`config.mk`:
```
export PLATFORM = sky130hd
export DESIGN_NAME = aes128_req_sched
export DESIGN_NICKNAME = d
export VERILOG_FILES = /design/src/rtl/aes128_req_sched.sv
export SDC_FILE = /design/constraint.sdc
export NUM_CORES = 2
export LEC_CHECK = 0
export BUFFER_PORTS_ARGS = -buffer_cell sky130_fd_sc_hd__buf_2
export CORE_ASPECT_RATIO = 2
export CORE_MARGIN = 2
export CORE_UTILIZATION = 50
export CTS_BUF_LIST = sky130_fd_sc_hd__clkbuf_16
export DETAILED_ROUTE_END_ITERATION = 12
export GPL_TIMING_DRIVEN = 0
export PLACE_DENSITY = 0.68
export SETUP_SLACK_MARGIN = 0.1
export SLEW_MARGIN = 20
export SYNTH_ARGS = -nofsm -noshare
export SYNTH_HDL_FRONTEND = slang
export SYNTH_MEMORY_MAX_BITS = 65536
export SYNTH_SLANG_ARGS = --single-unit
```
`constraint.sdc`:
```
create_clock -name clk -period 10.2 [get_ports clk]
set_clock_uncertainty 0.05 [all_clocks]
set_input_delay 1.02 -clock clk [delete_from_list [all_inputs] [get_ports clk]]
set_output_delay 1.02 -clock clk [all_outputs]
set_load 0.01 [all_outputs]
```
`src/rtl/aes128_req_sched.sv`:
```
// Round-robin scheduler feeding N requesters into one fully pipelined AES-128 core.
// Credit-gated response FIFO. Optional counters are enabled by AES128_SCHED_STATS_EN.
module aes128_req_sched #(
    parameter int N       = 2,
    parameter int IDW     = 1,
    parameter int LATENCY = 21,
    parameter int DEPTH   = 32
) (
    input  logic               clk,
    input  logic               rst,
    input  logic [N-1:0]       req_valid,
    output logic [N-1:0]       req_ready,
    input  logic [N*128-1:0]   req_state,
    input  logic [N*128-1:0]   req_key,
    output logic [127:0]       core_state,
    output logic [127:0]       core_key,
    input  logic [127:0]       core_out,
    output logic               rsp_valid,
    input  logic               rsp_ready,
    output logic [127:0]       rsp_data,
    output logic [IDW-1:0]     rsp_id,
    output logic               busy
`ifdef AES128_SCHED_STATS_EN
    ,
    output logic [31:0]        stat_issued,
    output logic [31:0]        stat_stall
`endif
);
    localparam int CW = $clog2(DEPTH + 1);
    localparam int PW = (DEPTH > 1) ? $clog2(DEPTH) : 1;
    localparam int VW = 1 << IDW;

    logic [IDW-1:0]   last_ptr_q, last_ptr_d;
    logic [CW-1:0]    credit_q, credit_d;
    logic [CW-1:0]    count_q, count_d;
    logic [PW-1:0]    wr_ptr_q, wr_ptr_d;
    logic [PW-1:0]    rd_ptr_q, rd_ptr_d;
    logic             vld_q [LATENCY];
    logic [IDW-1:0]   id_q  [LATENCY];
    logic [IDW+127:0] mem_q [DEPTH];
    logic [IDW+127:0] head;

    logic [VW-1:0]    valid_pad;
    logic             found, can_issue, issue, pop, wr_en;
    logic [IDW-1:0]   grant_idx;

    assign valid_pad = VW'(req_valid);

    // Cyclic search starting one past the last granted requester.
    // NOTE: every variable written in always_comb gets a default first, so no latch is inferred.
    always_comb begin
        logic [IDW:0] cand;
        cand      = '0;
        found     = 1'b0;
        grant_idx = '0;
        for (int k = 1; k <= N; k++) begin
            cand = {1'b0, last_ptr_q} + (IDW+1)'(k);
            if (cand >= (IDW+1)'(N)) cand = cand - (IDW+1)'(N);
            if (!found && valid_pad[cand[IDW-1:0]]) begin
                found     = 1'b1;
                grant_idx = cand[IDW-1:0];
            end
        end
    end

    assign can_issue = (credit_q < CW'(DEPTH));
    assign issue     = found && can_issue && !rst;
    assign req_ready = issue ? (N'(1) << grant_idx) : '0;

    always_comb begin
        core_state = '0;
        core_key   = '0;
        for (int i = 0; i < N; i++) begin
            if (req_ready[i]) begin
                core_state = req_state[128*i +: 128];
                core_key   = req_key[128*i +: 128];
            end
        end
    end

    assign head      = mem_q[rd_ptr_q];
    assign rsp_valid = !rst && (count_q != '0);
    assign rsp_data  = head[127:0];
    assign rsp_id    = head[IDW+127:128];
    assign busy      = !rst && (credit_q != '0);
    assign pop       = rsp_valid && rsp_ready;
    assign wr_en     = vld_q[LATENCY-1];

    always_comb begin
        last_ptr_d = issue ? grant_idx : last_ptr_q;
        credit_d   = credit_q;
        count_d    = count_q;
        case ({issue, pop})
            2'b10:   credit_d = credit_q + CW'(1);
            2'b01:   credit_d = credit_q - CW'(1);
            default: credit_d = credit_q;
        endcase
        case ({wr_en, pop})
            2'b10:   count_d = count_q + CW'(1);
            2'b01:   count_d = count_q - CW'(1);
            default: count_d = count_q;
        endcase
        wr_ptr_d = wr_ptr_q;
        rd_ptr_d = rd_ptr_q;
        if (wr_en) wr_ptr_d = (wr_ptr_q == PW'(DEPTH-1)) ? '0 : wr_ptr_q + PW'(1);
        if (pop)   rd_ptr_d = (rd_ptr_q == PW'(DEPTH-1)) ? '0 : rd_ptr_q + PW'(1);
    end

    // NOTE: sequential state uses non-blocking assignments only, so every flop samples pre-edge values.
    always_ff @(posedge clk) begin
        if (rst) begin
            last_ptr_q <= IDW'(N-1);
            credit_q   <= '0;
            count_q    <= '0;
            wr_ptr_q   <= '0;
            rd_ptr_q   <= '0;
            for (int i = 0; i < LATENCY; i++) vld_q[i] <= 1'b0;
        end else begin
            last_ptr_q <= last_ptr_d;
            credit_q   <= credit_d;
            count_q    <= count_d;
            wr_ptr_q   <= wr_ptr_d;
            rd_ptr_q   <= rd_ptr_d;
            vld_q[0]   <= issue;
            for (int i = 1; i < LATENCY; i++) vld_q[i] <= vld_q[i-1];
        end
    end

    // NOTE: IDs and FIFO storage carry no reset; the valid bits and pointers qualify them.
    always_ff @(posedge clk) begin
        id_q[0] <= grant_idx;
        for (int i = 1; i < LATENCY; i++) id_q[i] <= id_q[i-1];
        if (wr_en) mem_q[wr_ptr_q] <= {id_q[LATENCY-1], core_out};
    end

`ifdef AES128_SCHED_STATS_EN
    logic [31:0] stat_issued_q, stat_stall_q;

    always_ff @(posedge clk) begin
        if (rst) begin
            stat_issued_q <= '0;
            stat_stall_q  <= '0;
        end else begin
            if (issue && stat_issued_q != 32'hFFFF_FFFF) stat_issued_q <= stat_issued_q + 32'd1;
            if ((|req_valid) && credit_q == CW'(DEPTH) && stat_stall_q != 32'hFFFF_FFFF)
                stat_stall_q <= stat_stall_q + 32'd1;
        end
    end

    assign stat_issued = stat_issued_q;
    assign stat_stall  = stat_stall_q;
`endif

endmodule

```
[After elaboration in Yosys (flattened, before gate mapping)]
Memory sizes are Yosys's and may differ from the RTL's. A register that Yosys moved wholly into a read port is not among the register bits.
Cells that the tools add are included.
Operators by class
  shifts and indexed selects: 1
  eq/ne operators: 6
  magnitude comparators: 5
  add/subtract/negate cells: 10
  bitwise gates (word level): 21
  reductions and logical operators: 12
  multiplexer cells: 47
Operators with widths (count)
  $mux 128: 4
  $mux 1: 36
  $pmux 6 s2: 2
  $or 1x1->1: 21
  $mux 5: 4
  $add 6x1->6 const B: 2
  $reduce_bool 6->1: 2
  $sub 6x1->6 const B: 2
  $add 5x1->5 const B: 2
  $eq 5x5->1 const B: 2
  $logic_and 1x1->1: 6
  $lt 6x6->1 const B: 1
  $eq 2x1->1 const B: 2
  $eq 2x2->1 const B: 2
  $ge 2x2->1 const B: 2
  $lt 1x2->1 const B: 2
  $reduce_bool 2->1: 2
  $add 1x1->2 const B: 1
  $add 1x2->2 const B: 1
  $logic_not 1->1: 2
  $mux 2: 1
  $shl 1x1->2 const A: 1
  $sub 1x1->1 const B: 2
Storage, ports and cells
  memories: 3
  bits of input ports: 645
  output and inout port bits: 389
  RAM bits: 4170
  logic and storage cells: 110
  bits in registers: 23
Memory list
  mem_q: depth 32, width 129, read ports 1, clocked after Yosys merged registers in 1, write ports 1, RTL line 40  | logic [IDW+127:0] mem_q [DEPTH];
  id_q: depth 21, width 1, read ports 21, clocked after Yosys merged registers in 0, write ports 21, RTL line 39  | logic [IDW-1:0] id_q [LATENCY];
  vld_q: depth 21, width 1, read ports 21, clocked after Yosys merged registers in 0, write ports 21, RTL line 38  | logic vld_q [LATENCY];

[Longest topological paths before layout]
  depth after elaboration: 14
  mapped depth: 12
  mapped depth without buffers: 10

[Worst setup path after synthesis]
OpenSTA, ideal clock, no wires.
  path kind: register -> register
  start: register wr_ptr_q[4]
  end: memory mem_q[4][0] (netlist name) (enable)
  path slack: 3190 ps
  required time: 9531 ps
  setup time: 619 ps
  arrival: 6340 ps
  path buffers: 1
  clock period less this slack: 7010 ps
  cell stages (with the launch flop): 4
  cells stage by stage: dfxtp_1 -> clkbuf_1 -> or3b_2 -> nor2_1
RTL lines
  from (decl): RTL line 36  | logic [PW-1:0] wr_ptr_q, wr_ptr_d;
  from (signal assigned): RTL line 122  | wr_ptr_q <= wr_ptr_d;
  to (decl): RTL line 40
No word-level cell before the write port.

[Worst setup path after layout]
  start: register last_ptr_q
  end: output port core_state[82]
On the way
  word-level cells in the longest chain between the ends: 14
  elaborated cells on any way between the ends: 24
  those cells by class: add/sub (4); order compare (2); shift (1); mux (13); reduce/logical (4)
Ends and longest elaborated chain
  from (decl): RTL line 33  | logic [IDW-1:0] last_ptr_q, last_ptr_d;
  from (signal assigned): RTL line 112  | last_ptr_q <= IDW'(N-1);
  from (signal assigned): RTL line 119  | last_ptr_q <= last_ptr_d;
  $add 1x1->2: RTL line 57  | cand = {1'b0, last_ptr_q} + (IDW+1)'(k);
  $ge 2x2->1 / $sub 1x1->1 (equally long branches): RTL line 58  | if (cand >= (IDW+1)'(N)) cand = cand - (IDW+1)'(N);
  $mux 1: RTL line 58
  $mux 1 (implied by the code) (2 in series): RTL line 59  | if (!found && valid_pad[cand[IDW-1:0]]) begin
  $mux 1: RTL line 59
  $logic_not 1->1: RTL line 59
  $logic_and 1x1->1: RTL line 59
  $mux 1: RTL line 59
  $logic_and 1x1->1 (2 in series): RTL line 67  | assign issue = found && can_issue && !rst;
  $mux 2 *: RTL line 68  | assign req_ready = issue ? (N'(1) << grant_idx) : '0;
  $mux 128: RTL line 74  | if (req_ready[i]) begin
  $mux 128 *: RTL line 74
  to (decl): RTL line 15  | output logic [127:0] core_state,
Every way passes the cells marked *; elsewhere a longest branch is shown, timed or not. The select of a mux whose other input is x is not followed.

==> results summary <==
The share of the synthesized area in the top cell type came out at 0.759. The pin slew with the least headroom to its limit came out at 1340 ps. The normalized max-slew margin is 0.107.

The largest area contributor in the netlist is edfxtp_1. In the global route stage, overall resource usage came out at 0.384. The die outline height came out at 812 um. The critical path required time came out at 9130 ps.

The number of placement rows is 296. The power per cell area is 176 nW/um2. TritonCTS built the clock tree. By area the synthesized netlist is led by edfxtp_1, mux4_2, mux2_2. The library cell used most frequently in the layout, excluding fill and tap cells, is edfxtp_1. The sequential fraction of the synthesis area is 0.767. The worst-case setup margin in the final layout is 4150 ps.

Dividing the final minimum period by the clock period gives 0.593. For this block, the via count after detailed routing is 95796. The routed wire length came out at 646000 um. During synthesis, Yosys emitted a total of 0 warnings.

The most numerous cell on the critical path is nand2_1. The post-detailed-route via-to-cell ratio is 6.35. The critical path is of the flip-flop to output pin type. The critical path goes through nand2_1 -> nand2_1 -> clkbuf_2 -> clkbuf_1 -> nand2_1 -> a21oi_2 -> buf_2. The post-synthesis sequential element count came out at 4198. After global routing the overflow that remains totals 0. The tightest min-delay check is of the flip-flop to flip-flop type.

The floorplan step defined a die boundary enclosing 332000 um2. After the first detailed-routing iteration, the DRC count stood at 12493. Clock tree synthesis found a total of 4198 sinks. The number of nets with antenna violations after detailed routing is 0. After synthesis the cells add up to 163000 um2. Prior to clock tree synthesis, the placed netlist has a worst setup slack of 4360 ps. The mean cell area of the mapped netlist is 19.3 um2. Compared with the post-synthesis result, the final layout area differs by 18.0%. CTS built an H-tree with a depth of 5. The startpoint of the most critical hold path is id_q[1][1]. The final net count is 10805. Data on the critical path arrives at its endpoint at 4980 ps. The number of synthesized flops with an enable pin came out at 4128. Clock tree synthesis inserted a total of 344 buffers. In this run the static leakage power is 0.0619 uW. The half-perimeter wire length of the detailed placement result is 500000 um. The library cells used most frequently in the layout, excluding fill and tap cells, are edfxtp_1, buf_2, mux2_2. The core area came out at 325000 um2.

The beginning of the worst register-to-register path is vld_q[2][4]. In this run the critical register-to-register path is captured at mem_q[24][80]. The largest individual stage delay along the critical path comes from the cell a21oi_2. The number of nets in the synthesized netlist is 9137. The number of cells produced by synthesis is 8476. The most frequently used flop master after synthesis is edfxtp_1.

The number of DRC violations after detailed routing is 0. The total buffers and inverters traversed by the critical path is 3. After clock tree synthesis, the flow added hold-fix buffers numbering 0. The terminating pin of the worst hold path is id_q[1][2]. The worst hold path was traced through 0 stages. The largest fanout of any net on the critical path came out at 10. The number of max-slew violations in the final report is 0. Setup violations remaining at the end of the flow were counted as 0. In this design, the stage delay of the slowest critical-path cell is 1180 ps. The post-CTS repair timing setup buffer count came out at 0.

The post-synthesis async set-or-reset flop share came out at 0. The per-cell routed wire length is 42.8 um. The worst path needs 6050 ps of the cycle, external delays included. Grouping stages by cell kind, the critical path spends the most delay in buffers and inverters. At the later pin of the worst-skew pair, clock insertion delay measures 900 ps. Derived from the worst setup path, the maximum achievable clock frequency is 0.165 GHz.

The tool flagged a number of max-cap violations equal to 0. The post-route setup TNS is 0 ps. The number of global-route vias before repair is 95437.

The number of distinct library cells after synthesis came out at 59. The floorplan die width came out at 408 um. The number of top-level pins came out at 1034. The first-pass GRT wire length came out at 840000 um.

The run finished with clean final reports. The cell area after placement came out at 181000 um2. The number of buffers on the longest clock path came out at 4. The largest net degree at the start of global routing came out at 33. The final non-filler cell area came out at 193000 um2.

The final number of hold-violating endpoints is 0. The count of buffers inserted at the top-level ports came out at 1033. The number of antenna violations at the first check in global routing came out at 265. Setup repair after global routing left no endpoint under its margin. The number of filler cells placed in the layout is 24036. The peak ir drop on the vdd network is 0.127 mV. The congestion estimate from routability-driven global placement came to 0.984. The worst setup path is launched from a flip-flop. The root cell of the clock tree is clkbuf_16.

The initial utilization of the core area, before any placement, comes to 0.503. Measured in cells, the most critical reg-to-reg path has a length of 9. The setup slack of the most critical reg-to-reg path came out at 6510 ps.

The clock-pin slew on the worst setup and hold paths is 70 ps. For this run, the detailed router's first-pass iteration total came to 7. Gates resized during post-CTS repair numbered 0. The capturing element type of the critical path is an output pin.

The share of post-route cells with drive strength above 1 is 0.342.
==> worst max path at each step <==
| stage | start | to | slack, ps | cells past startpoint |
|---|---|---|---|---|
| detailed placement | req_valid[0] | core_key[106] | 4360 | 9 |
| global route | flip-flop | rsp_data[52] | 4360 | 10 |
| global placement | vld_q[2][4] | mem_q[22][89] | -4700 | 3 |
| floorplan | wr_ptr_q[4] | mem_q[4][0] | 3190 | 3 |
| finish | last_ptr_q | core_state[82] | 4150 | 7 |
| CTS | last_ptr_q | core_key[106] | 4240 | 8 |
==> report_power, final <==
| group | internal [uW] | total [uW] | switching, uW |
|---|---|---|---|
| combinational | 351 | 1530 | 1180 |
| sequential | 18900 | 18900 | 6.92 |
| clock | 7310 | 13400 | 6090 |
==> metrics by stage <==
step | instances | hold WS (ps) | util | power [uW]
final | 15075 | 277 | 0.593 | 33900
after global routing | 14949 | 279 | 0.592 | 34500
after CTS | 14732 | 241 | 0.590 | 33900
after detailed placement | 14119 | 262 | 0.556 | 20800
after global placement | 13830 | 266 | 0.535 | 20700
after floorplan | 8476 | 260 | - | 19700
==> synth_stat cells (3+ instances only) <==
cell type     n
a21oi_1     293
nor2_1       58
ha_1         15
mux2_1       19
nand2_1     557
o21ai_0       8
or3_1       216
dfxtp_1      70
nand4_1     131
buf_4        35
a31oi_1       3
buf_6        36
mux4_2      516
nand3b_1      5
clkbuf_1    227
o21a_1        3
nor3_1        4
buf_1        19
and3_1        3
xor2_1        4
o22ai_1     421
a211o_1       3
buf_2       212
edfxtp_1   4128
a22oi_1     331
mux2i_1     194
nand3_1      55
nand2b_1      5
mux2_2      824
inv_1        12
nor2b_1      32
==> kinds of logic (layout without fill, tap and decap cells) <==
logic type | Yosys count | after routing | share of synthesized area
other | 0 | 343 | 0
muxes | 1553 | 1553 | 0.141
DFF | 4198 | 4198 | 0.767
adders and majority gates | 16 | 16 | 0.00127
and+or+nand+nor | 1086 | 1086 | 0.0320
buffers and inverters | 544 | 2479 | 0.0166
xor gates and xnor gates | 5 | 5 | 0.000268
AOI/OAI and AO/OA | 1074 | 1074 | 0.0416
==> flip-flops by register name, indices dropped and copies added, names as in the netlist, named ones only <==
register,cells
vld_q,21
mem_q,4128
wr_ptr_q,5
rd_ptr_q,5
count_q,6
credit_q,6
last_ptr_q,1
id_q,21
==> layout make-up <==
class	count	area (um2)	share of cell area
Sequential cell	4198	125000	0.650
Multi-Input combinational cell	3734	35800	0.186
Timing Repair Buffer	1322	11500	0.0595
Clock buffer	353	8830	0.0458
Tap cell	4321	5410	0.0280
Buffer	529	2690	0.0140
Clock inverter	260	2250	0.0117
Antenna cell	343	858	0.00445
Inverter	15	56.3	0.000292
==> per-layer routing <==
layer	global-route usage	vias up	wire [um]
met1	0.365	49574	177000
met5	0	-	641
met3	0.135	1553	75500
li1	-	38289	-
met2	0.662	6276	330000
met4	0.321	104	62400
Note: power is estimated with default switching activity, not from simulation.
